$ cat config.mk
export PLATFORM = sky130hd
export DESIGN_NAME = input_loader_flat
export DESIGN_NICKNAME = d
export VERILOG_FILES = /design/src/rtl/input_loader_if.sv /design/src/rtl/input_loader.sv /design/src/flat_wrapper.sv
export SDC_FILE = /design/constraint.sdc
export NUM_CORES = 1
export LEC_CHECK = 0
export BUFFER_PORTS_ARGS = -buffer_cell sky130_fd_sc_hd__buf_2
export CAP_MARGIN = 40
export CORE_MARGIN = 2
export CORE_UTILIZATION = 30
export DETAILED_ROUTE_END_ITERATION = 7
export HOLD_SLACK_MARGIN = 0.08
export PLACE_DENSITY = 0.6
export SYNTH_ARGS = -nofsm -noshare
export SYNTH_HDL_FRONTEND = slang
export SYNTH_SLANG_ARGS = --single-unit
$ cat constraint.sdc
create_clock -name clock -period 12.3 [get_ports clock]
set_input_delay 0.615 -clock clock [delete_from_list [all_inputs] [get_ports clock]]
set_output_delay 0.615 -clock clock [all_outputs]
set_load 0.05 [all_outputs]
$ cat src/rtl/input_loader_if.sv
// -----------------------------------------------------------------------------
// input_loader_if
// Valid/ready pixel stream feeding input_loader.
//   in_valid : source has a sample (in_data, in_last) this cycle
//   in_ready : loader can accept a sample this cycle
//   in_data  : unsigned pixel sample, PIXEL_WIDTH bits
//   in_last  : marks the final sample of a frame
// Modports: master = pixel source, slave = input_loader.
// -----------------------------------------------------------------------------
interface input_loader_if #(
  parameter int PIXEL_WIDTH = 8
);
  logic                   in_valid;
  logic                   in_ready;
  logic [PIXEL_WIDTH-1:0] in_data;
  logic                   in_last;

  modport master (output in_valid, output in_data, output in_last, input in_ready);
  modport slave  (input in_valid, input in_data, input in_last, output in_ready);
endinterface

$ cat src/rtl/input_loader.sv
// -----------------------------------------------------------------------------
// input_loader
// Collects a serial stream of unsigned pixels, converts each to unsigned-valued
// signed fixed point (pixel p -> p / 2^PIXEL_WIDTH), assembles NUM_INPUTS of them
// into a parallel frame, pulses inputs_ready and holds the frame until done.
//
// Ports:
//   clock, reset  : system clock, asynchronous active-high reset
//   in_if         : input_loader_if.slave pixel stream (valid/ready/data/last)
//   inputs        : assembled frame; word i is inputs[i], each word is
//                   INTEGER_WIDTH+FRACTION_WIDTH bits with the binary point
//                   between bit FRACTION_WIDTH and bit FRACTION_WIDTH-1
//   inputs_ready  : one-cycle pulse, frame complete and valid
//   done          : downstream has finished with the current frame
//   busy          : frame presented and awaiting done
//   frame_error   : one-cycle pulse, in_last misaligned, frame discarded
//
// Optional build macro: INPUT_LOADER_DOUBLE_BUFFER_EN
//   Adds a second bank so the next frame can be collected while the current
//   one is presented. Undefined: single bank.
// -----------------------------------------------------------------------------
module input_loader #(
  parameter int NUM_INPUTS     = 16,
  parameter int PIXEL_WIDTH    = 8,
  parameter int INTEGER_WIDTH  = 8,
  parameter int FRACTION_WIDTH = 8
) (
  input  logic                                                 clock,
  input  logic                                                 reset,
  input_loader_if.slave                                        in_if,
  output logic [NUM_INPUTS-1:0][INTEGER_WIDTH+FRACTION_WIDTH-1:0] inputs,
  output logic                                                 inputs_ready,
  input  logic                                                 done,
  output logic                                                 busy,
  output logic                                                 frame_error
);

  localparam int WORD_W = INTEGER_WIDTH + FRACTION_WIDTH;
  localparam int CNT_W  = $clog2(NUM_INPUTS);
  // Only one of the two shifts is ever non-zero.
  localparam int SHL    = (FRACTION_WIDTH >= PIXEL_WIDTH) ? (FRACTION_WIDTH - PIXEL_WIDTH) : 0;
  localparam int SHR    = (FRACTION_WIDTH >= PIXEL_WIDTH) ? 0 : (PIXEL_WIDTH - FRACTION_WIDTH);
  localparam logic [CNT_W-1:0] LAST_IDX = CNT_W'(NUM_INPUTS - 1);

  localparam logic [1:0] LOADING   = 2'd0;
  localparam logic [1:0] PRESENT   = 2'd1;
  localparam logic [1:0] WAIT_DONE = 2'd2;

  // Pixel -> fixed point: pixel lands in the fraction field, integer and sign stay 0.
  function automatic logic [WORD_W-1:0] pixel_to_fixed(input logic [PIXEL_WIDTH-1:0] pixel);
    logic [PIXEL_WIDTH+FRACTION_WIDTH-1:0] wide;
    wide = {{FRACTION_WIDTH{1'b0}}, pixel};
    wide = (wide << SHL) >> SHR;
    return WORD_W'(wide);
  endfunction

  logic [1:0]       state_r;
  logic [1:0]       state_s;
  logic [CNT_W-1:0] cnt_r;
  logic [CNT_W-1:0] cnt_s;
  logic             in_ready_r;
  logic             in_ready_s;
  logic             inputs_ready_r;
  logic             busy_r;
  logic             frame_error_r;
  logic             accept_s;
  logic             last_slot_s;
  logic             complete_s;
  logic             misaligned_s;
  logic [WORD_W-1:0] fixed_s;

  assign accept_s     = in_if.in_valid && in_ready_r;
  assign last_slot_s  = (cnt_r == LAST_IDX);
  assign complete_s   = accept_s && last_slot_s && in_if.in_last;
  // in_last early, or missing on the last slot: either way the frame is dropped.
  assign misaligned_s = accept_s && (last_slot_s != in_if.in_last);
  assign fixed_s      = pixel_to_fixed(in_if.in_data);

  assign in_if.in_ready = in_ready_r;
  assign inputs_ready   = inputs_ready_r;
  assign busy           = busy_r;
  assign frame_error    = frame_error_r;

`ifdef INPUT_LOADER_DOUBLE_BUFFER_EN
  logic [1:0][NUM_INPUTS-1:0][WORD_W-1:0] bank_r;
  logic front_r;
  logic back_full_r;
  logic back_full_s;
  logic swap_s;
  logic wr_bank_s;

  // Bank bookkeeping: LOADING fills the front bank, otherwise the back bank fills.
  always_comb begin
    swap_s = (state_r == WAIT_DONE) && done;
    if (swap_s) begin
      back_full_s = 1'b0;
    end else if (complete_s && (state_r != LOADING)) begin
      back_full_s = 1'b1;
    end else begin
      back_full_s = back_full_r;
    end
    if (state_r == LOADING) begin
      wr_bank_s = front_r;
    end else begin
      wr_bank_s = ~front_r;
    end
  end

  // Bank storage, front selector and back-full flag.
  always_ff @(posedge clock or posedge reset) begin
    if (reset) begin
      bank_r      <= {(2*NUM_INPUTS*WORD_W){1'b0}};
      front_r     <= 1'b0;
      back_full_r <= 1'b0;
    end else begin
      if (accept_s) begin
        bank_r[wr_bank_s][cnt_r] <= fixed_s;
      end
      if (swap_s) begin
        front_r <= ~front_r;
      end
      back_full_r <= back_full_s;
    end
  end

  assign inputs = bank_r[front_r];
`else
  logic [NUM_INPUTS-1:0][WORD_W-1:0] bank_r;

  // Frame storage; only written by accepted samples, which occur only in LOADING.
  always_ff @(posedge clock or posedge reset) begin
    if (reset) begin
      bank_r <= {(NUM_INPUTS*WORD_W){1'b0}};
    end else begin
      if (accept_s) begin
        bank_r[cnt_r] <= fixed_s;
      end
    end
  end

  assign inputs = bank_r;
`endif

  // Next-state, counter and next values of the registered outputs.
  always_comb begin
    state_s = state_r;
    if (accept_s) begin
      if (complete_s || misaligned_s) begin
        cnt_s = {CNT_W{1'b0}};
      end else begin
        cnt_s = cnt_r + CNT_W'(1);
      end
    end else begin
      cnt_s = cnt_r;
    end

    case (state_r)
      LOADING: begin
        if (complete_s) begin
          state_s = PRESENT;
        end else begin
          state_s = LOADING;
        end
      end
      PRESENT: begin
        state_s = WAIT_DONE;
      end
      WAIT_DONE: begin
`ifdef INPUT_LOADER_DOUBLE_BUFFER_EN
        // A frame finishing on the same edge as done counts as a full back bank.
        if (done) begin
          if (back_full_r || complete_s) begin
            state_s = PRESENT;
          end else begin
            state_s = LOADING;
          end
        end else begin
          state_s = WAIT_DONE;
        end
`else
        if (done) begin
          state_s = LOADING;
        end else begin
          state_s = WAIT_DONE;
        end
`endif
      end
      default: begin
        state_s = LOADING;
      end
    endcase

`ifdef INPUT_LOADER_DOUBLE_BUFFER_EN
    in_ready_s = (state_s == LOADING) || !back_full_s;
`else
    in_ready_s = (state_s == LOADING);
`endif
  end

  // State, counter and registered status outputs.
  always_ff @(posedge clock or posedge reset) begin
    if (reset) begin
      state_r        <= LOADING;
      cnt_r          <= {CNT_W{1'b0}};
      in_ready_r     <= 1'b1;
      inputs_ready_r <= 1'b0;
      busy_r         <= 1'b0;
      frame_error_r  <= 1'b0;
    end else begin
      state_r        <= state_s;
      cnt_r          <= cnt_s;
      in_ready_r     <= in_ready_s;
      inputs_ready_r <= (state_s == PRESENT);
      busy_r         <= (state_s != LOADING);
      frame_error_r  <= misaligned_s;
    end
  end

endmodule

$ cat src/flat_wrapper.sv
// flat-port wrapper written by rule: the top's interface ports become plain ports
module input_loader_flat 
#(
  parameter int NUM_INPUTS     = 16,
  parameter int PIXEL_WIDTH    = 8,
  parameter int INTEGER_WIDTH  = 8,
  parameter int FRACTION_WIDTH = 8
)
  (clock, reset, inputs, inputs_ready, done, busy, frame_error, in_if_in_valid, in_if_in_data, in_if_in_last, in_if_in_ready);
  input_loader_if #(.PIXEL_WIDTH(PIXEL_WIDTH)) in_if_i ();
  input  logic clock;
  input  logic reset;
  output logic [NUM_INPUTS-1:0][INTEGER_WIDTH+FRACTION_WIDTH-1:0] inputs;
  output logic inputs_ready;
  input  logic done;
  output logic busy;
  output logic frame_error;
  input wire logic [$bits(in_if_i.in_valid)-1:0] in_if_in_valid;
  input wire logic [$bits(in_if_i.in_data)-1:0] in_if_in_data;
  input wire logic [$bits(in_if_i.in_last)-1:0] in_if_in_last;
  output wire logic [$bits(in_if_i.in_ready)-1:0] in_if_in_ready;
  assign in_if_i.in_valid = in_if_in_valid;
  assign in_if_i.in_data = in_if_in_data;
  assign in_if_i.in_last = in_if_in_last;
  assign in_if_in_ready = in_if_i.in_ready;
  input_loader #(.NUM_INPUTS(NUM_INPUTS), .PIXEL_WIDTH(PIXEL_WIDTH), .INTEGER_WIDTH(INTEGER_WIDTH), .FRACTION_WIDTH(FRACTION_WIDTH)) u_core (.clock(clock), .reset(reset), .in_if(in_if_i), .inputs(inputs), .inputs_ready(inputs_ready), .done(done), .busy(busy), .frame_error(frame_error));
endmodule
* Word level (Yosys, flattened, before mapping)
Index checks and enable logic that the tools add are counted.
** Storage, ports and cells
- Flip-flop bits (word level) :: 266
- Word-level logic and storage cells :: 46
** Cells by class
- $add $sub $neg :: 1
- Magnitude comparators :: 2
- Equality and inequality tests :: 5
- Multiplexer cells :: 7
- Reduce and logical (&&, ||, !) cells :: 9
** Operator list (count)
- 256-bit bitwise mux :: 1
- 16-bit demux with 4-bit select :: 1
- 16-bit two-way mux :: 1
- 2-bit case mux with 3 select lines :: 1
- 1-bit logical AND :: 5
- 4-bit by 5-bit less-than comparator with 1-bit output, second input constant :: 1
- 4-bit by 1-bit adder with 4-bit output, second input constant :: 1
- 2-bit by 1-bit == test with 1-bit output, second input constant :: 2
- 4-bit == test, second input constant :: 1
- 4-bit by 1-bit greater-or-equal comparator with 1-bit output, second input constant :: 1
- 2-bit zero test :: 2
- 4-bit two-way mux :: 1
- 2-bit == test, second input constant :: 1
- 2-bit two-way mux :: 1
- 2-bit nonzero test :: 1
- 1-bit logical OR :: 1
- 1-bit two-way mux :: 1
- 1-bit inequality test :: 1

* Depth between registers and ports, before layout
- Word-level depth :: 6
- Mapped depth :: 6
- Gate-level depth less buffers :: 5

* Least setup slack after synthesis
OpenSTA, ideal clock, no wires.
- Kind :: reg2reg
- Start point :: reg u_core.in_ready_r, in the netlist u_core.in_if.in_ready
- End point :: reg u_core.bank_r (netlist bit u_core.inputs[128])
- Arrival time :: 1.733 ns
- Data required time :: 12.175 ns
- Slack :: 10.442 ns
- Cell stages (with the launch flop) :: 5
- Path buffers :: 1
- Clock period less this slack :: 1.858 ns
- Path through :: dfstp_2 nand2_1 buf_4 nor3_4 mux2_2
** Between the ends
- Word-level cells in the longest chain between the ends :: 1
** RTL lines
- start: declaration :: line input_loader.sv:61 : logic in_ready_r;
- start signal: assignment :: line input_loader.sv:212 : in_ready_r <= in_ready_s;
- 1-bit logical AND :: line input_loader.sv:72 : assign accept_s = in_if.in_valid && in_ready_r;
- end signal: assignment :: line input_loader.sv:133 : bank_r <= {(NUM_INPUTS*WORD_W){1'b0}};
- end signal: indexed assignment :: line input_loader.sv:136 : bank_r[cnt_r] <= fixed_s;
- end: declaration :: line input_loader.sv:128 : logic [NUM_INPUTS-1:0][WORD_W-1:0] bank_r;
No other way between the ends.
A chain may end at the register's enable or synchronous reset.

* Final worst setup path
- Start point :: reg u_core.cnt_r[2]
- End point :: reg u_core.bank_r (netlist bit u_core.inputs[198])
** Between the ends
- Word-level cells in the longest chain between the ends :: 5
- Elaborated cells between the ends (all ways) :: 6
** RTL lines
- start: declaration :: line input_loader.sv:59 : logic [CNT_W-1:0] cnt_r;
- start signal: assignment :: line input_loader.sv:204 : cnt_r <= {CNT_W{1'b0}};
- start signal: assignment :: line input_loader.sv:211 : cnt_r <= cnt_s;
- 4-bit by 5-bit less-than comparator with 1-bit output (not written as such) or 4-bit by 1-bit greater-or-equal comparator with 1-bit output (tied branches) :: line input_loader.sv:136
- 1-bit logical AND (not written as such) :: line input_loader.sv:136
- 16-bit two-way mux (not written as such) :: line input_loader.sv:136
- 16-bit demux with 4-bit select *
- 256-bit bitwise mux * :: line input_loader.sv:136
Every way passes the cells marked *; elsewhere a longest branch is shown, timed or not.

==> metrics <==
run status finished clean; reg2reg setup slack 10.09 ns; R2R cell count 3; DIE WIDTH ~150 um; Fill cells about 2,100; Antenna diodes 0; final worst-path cycle share 0.179; worst flop-to-flop path endpoint u_core.inputs[198]; Final Critical Period between 2 and 2.5 ns; Placer Congestion 0.727; slew at the pin with the worst max-slew slack 0.755 ns; total number of yosys warnings 0; worst-case vdd ir drop between 90 and 100 uV; Nets approximately 640; Power per Cell Area approximately 220 nW/um^2; FMAX 0.453 GHz; Avg WL per Cell ~16 um; number of remaining DRC errors 0; Reg2Reg Launch Point u_core.cnt_r[2]; placement-stage cell area slightly below 7000 sq um; CTS tree built; Mapped Cells 468; leakage power roughly 4 nW; syn avg cell area around 13 sq um; sequential-to-total area share from yosys stat 0.547; port buffer count around 140; Clock Latency Late Sink between 0.4 and 0.5 ns; largest net degree at the start of global routing a little over 80; IO Pins about 270; vias in the first global route roughly 3,500; starting density of the core 0.303; Yosys cell types 27; worst hold path class primary input to asynchronous set/reset pin; cell area after layout around 7400 sq um; DIE AREA around 22,000 sq um; Clk pin slew, worst setup/hold paths approximately 0.06 ns; area delta synth->final 17.4%; crit path DAT between 2 and 3 ns; Max Root-Sink Buffers 2; synthesized area between 6000 and 7000 sq um; global-route wire length before repair roughly 22 mm; root buffer cell clkbuf_16; Slew Limit Headroom 0.496; CP Capture Type register; global route total overflow 0; total core area roughly 21,000 sq um; CTS HTree Levels 4; WS Path Type register to register; Initial DRC Count approximately 130; #FFs+latches synth around 140; Final Util 0.356; overall die height 149 um; Max Cap Viol 0; layout cell share with drive strength beyond 1 0.509; Vias/cell roughly 4.0; setup_tns 0 ns; dpl hpwl 10.1 mm; ys async rst share 1.00; max-slew violations 0; CTS Buf Count 17; clock skew a little over 0.007 ns; setup bufs post-CTS 0; ANT nets after route 0; clock sink count about 140; ys flop type dfrtp_1; cts repair resizes 0; CP Launch Type register; Final Routed Wirelength 14.5 mm; Total GRT Usage 0.132; initial antenna violation count 0; Pwr Total around 1.7 mW; Pre-antenna DRT Iters 4; Vias 3,650; Crit path required time 12.59 ns; Hold Violations, Final 0; Final Setup Violations 0; EDFF count, synth 0; CP Max Fanout 15; RSZ-0062 raised after global routing false; cts-stage hold buffer count 0; number of cell rows 53
-- routing by layer --
metal  global-route usage  vias to the layer above  wire length (um)
li1                     -                     1636                 -
met1                0.166                     1848              6300
met2                0.210                      152              6970
met3               0.0508                       14              1060
met4               0.0410                        0               170
met5                    0                        -                 0
-- cell usage after synthesis, types with 2 or more instances --
cell	instances	area, sq um
nand2_1	8	30.0
o21ai_0	4	20.0
buf_2	3	15.0
mux2_2	128	1440
nor3_4	2	32.5
nor3_2	2	20.0
nor4_1	2	12.5
nor2_1	3	11.3
dfrtp_1	137	3430
inv_1	4	15.0
clkbuf_1	8	30.0
nand2b_1	5	31.3
ha_1	4	50.1
nand3_1	6	30.0
buf_4	130	976
nor2_2	10	62.6
or3_1	2	12.5
-- flip-flops by register name, indices dropped and copies added, names as in the netlist --
name / count
u_core.busy: 1
u_core.state_r: 2
u_core.inputs: 128
u_core.in_if.in_ready: 1
u_core.inputs_ready: 1
u_core.cnt_r: 4
u_core.frame_error: 1
-- final cells by class --
type	instances	area, sq um	share of cell area
tap	275	344	0.0464
inverter	4	20.0	0.00270
multi-input combinational	312	2300	0.310
sequential	138	3450	0.466
clock inverter	9	90.1	0.0121
timing repair buffer	145	728	0.0982
clock buffer	23	478	0.0644
-- kinds of logic (layout without fill, tap and decap cells) --
family	after synthesis	after routing	share of synthesized area
other	1	128	0.000594
flip-flops	138	138	0.547
XOR/XNOR	1	1	0.00139
multiplexers	129	129	0.230
AND/OR/NAND/NOR	44	44	0.0444
adder cells (fa/ha/maj)	4	4	0.00792
buffers and inverters	145	181	0.164
AO/OA/AOI/OAI	6	6	0.00495
-- worst max path at each step --
stage / start / end / cells past startpoint
finish: u_core.cnt_r[2] / u_core.inputs[198] / 3
global route: u_core.cnt_r[2] / u_core.inputs[118] / 3
CTS: u_core.cnt_r[2] / u_core.inputs[244] / 3
detailed placement: in_if_in_valid / u_core.inputs[2] / 4
global placement: in_if_in_valid / u_core.inputs[7] / 4
floorplan: reset / u_core.busy / 1
-- placed cells by master, fill, tap and decap left out, drive strengths merged --
cell	instances
clkinvlp	5
or3	2
mux2i	1
or2	1
bufinv	1
clkinv	2
dfstp	1
buf	145
or4b	1
conb	128
ha	4
mux2	128
nand2	8
nor3	4
nand2b	6
dfrtp	137
inv	5
a21oi	1
o21ai	4
nand3	6
clkbuf	23
xor2	1
or4	1
nor4	2
a31oi	1
nor2	13
-- critical path, stage by stage, from the launching register on --
cell and delay [ns]:
dfrtp_1 0.72, nand3_1 0.42, nor2_2 0.54, mux2_2 0.40
-- report_power, final --
group	internal (mW)	leakage [nW]	switching, mW	total, mW
combinational	0.121	1.87	0.474	0.595
sequential	0.537	1.82	0.0407	0.578
clock	0.295	0.262	0.193	0.487
total	0.953	3.96	0.707	1.66
-- stage by stage --
step	worst slack, ns	instances	hold slack, ns
6_report	10.09	906	0.330
5_1_grt	9.97	906	0.391
4_1_cts	10.11	906	0.367
3_5_place_dp	10.05	874	0.480
3_3_place_gp	10.11	874	0.483
2_1_floorplan	7.99	595	0.454
Power figures use the tool's default switching activity.
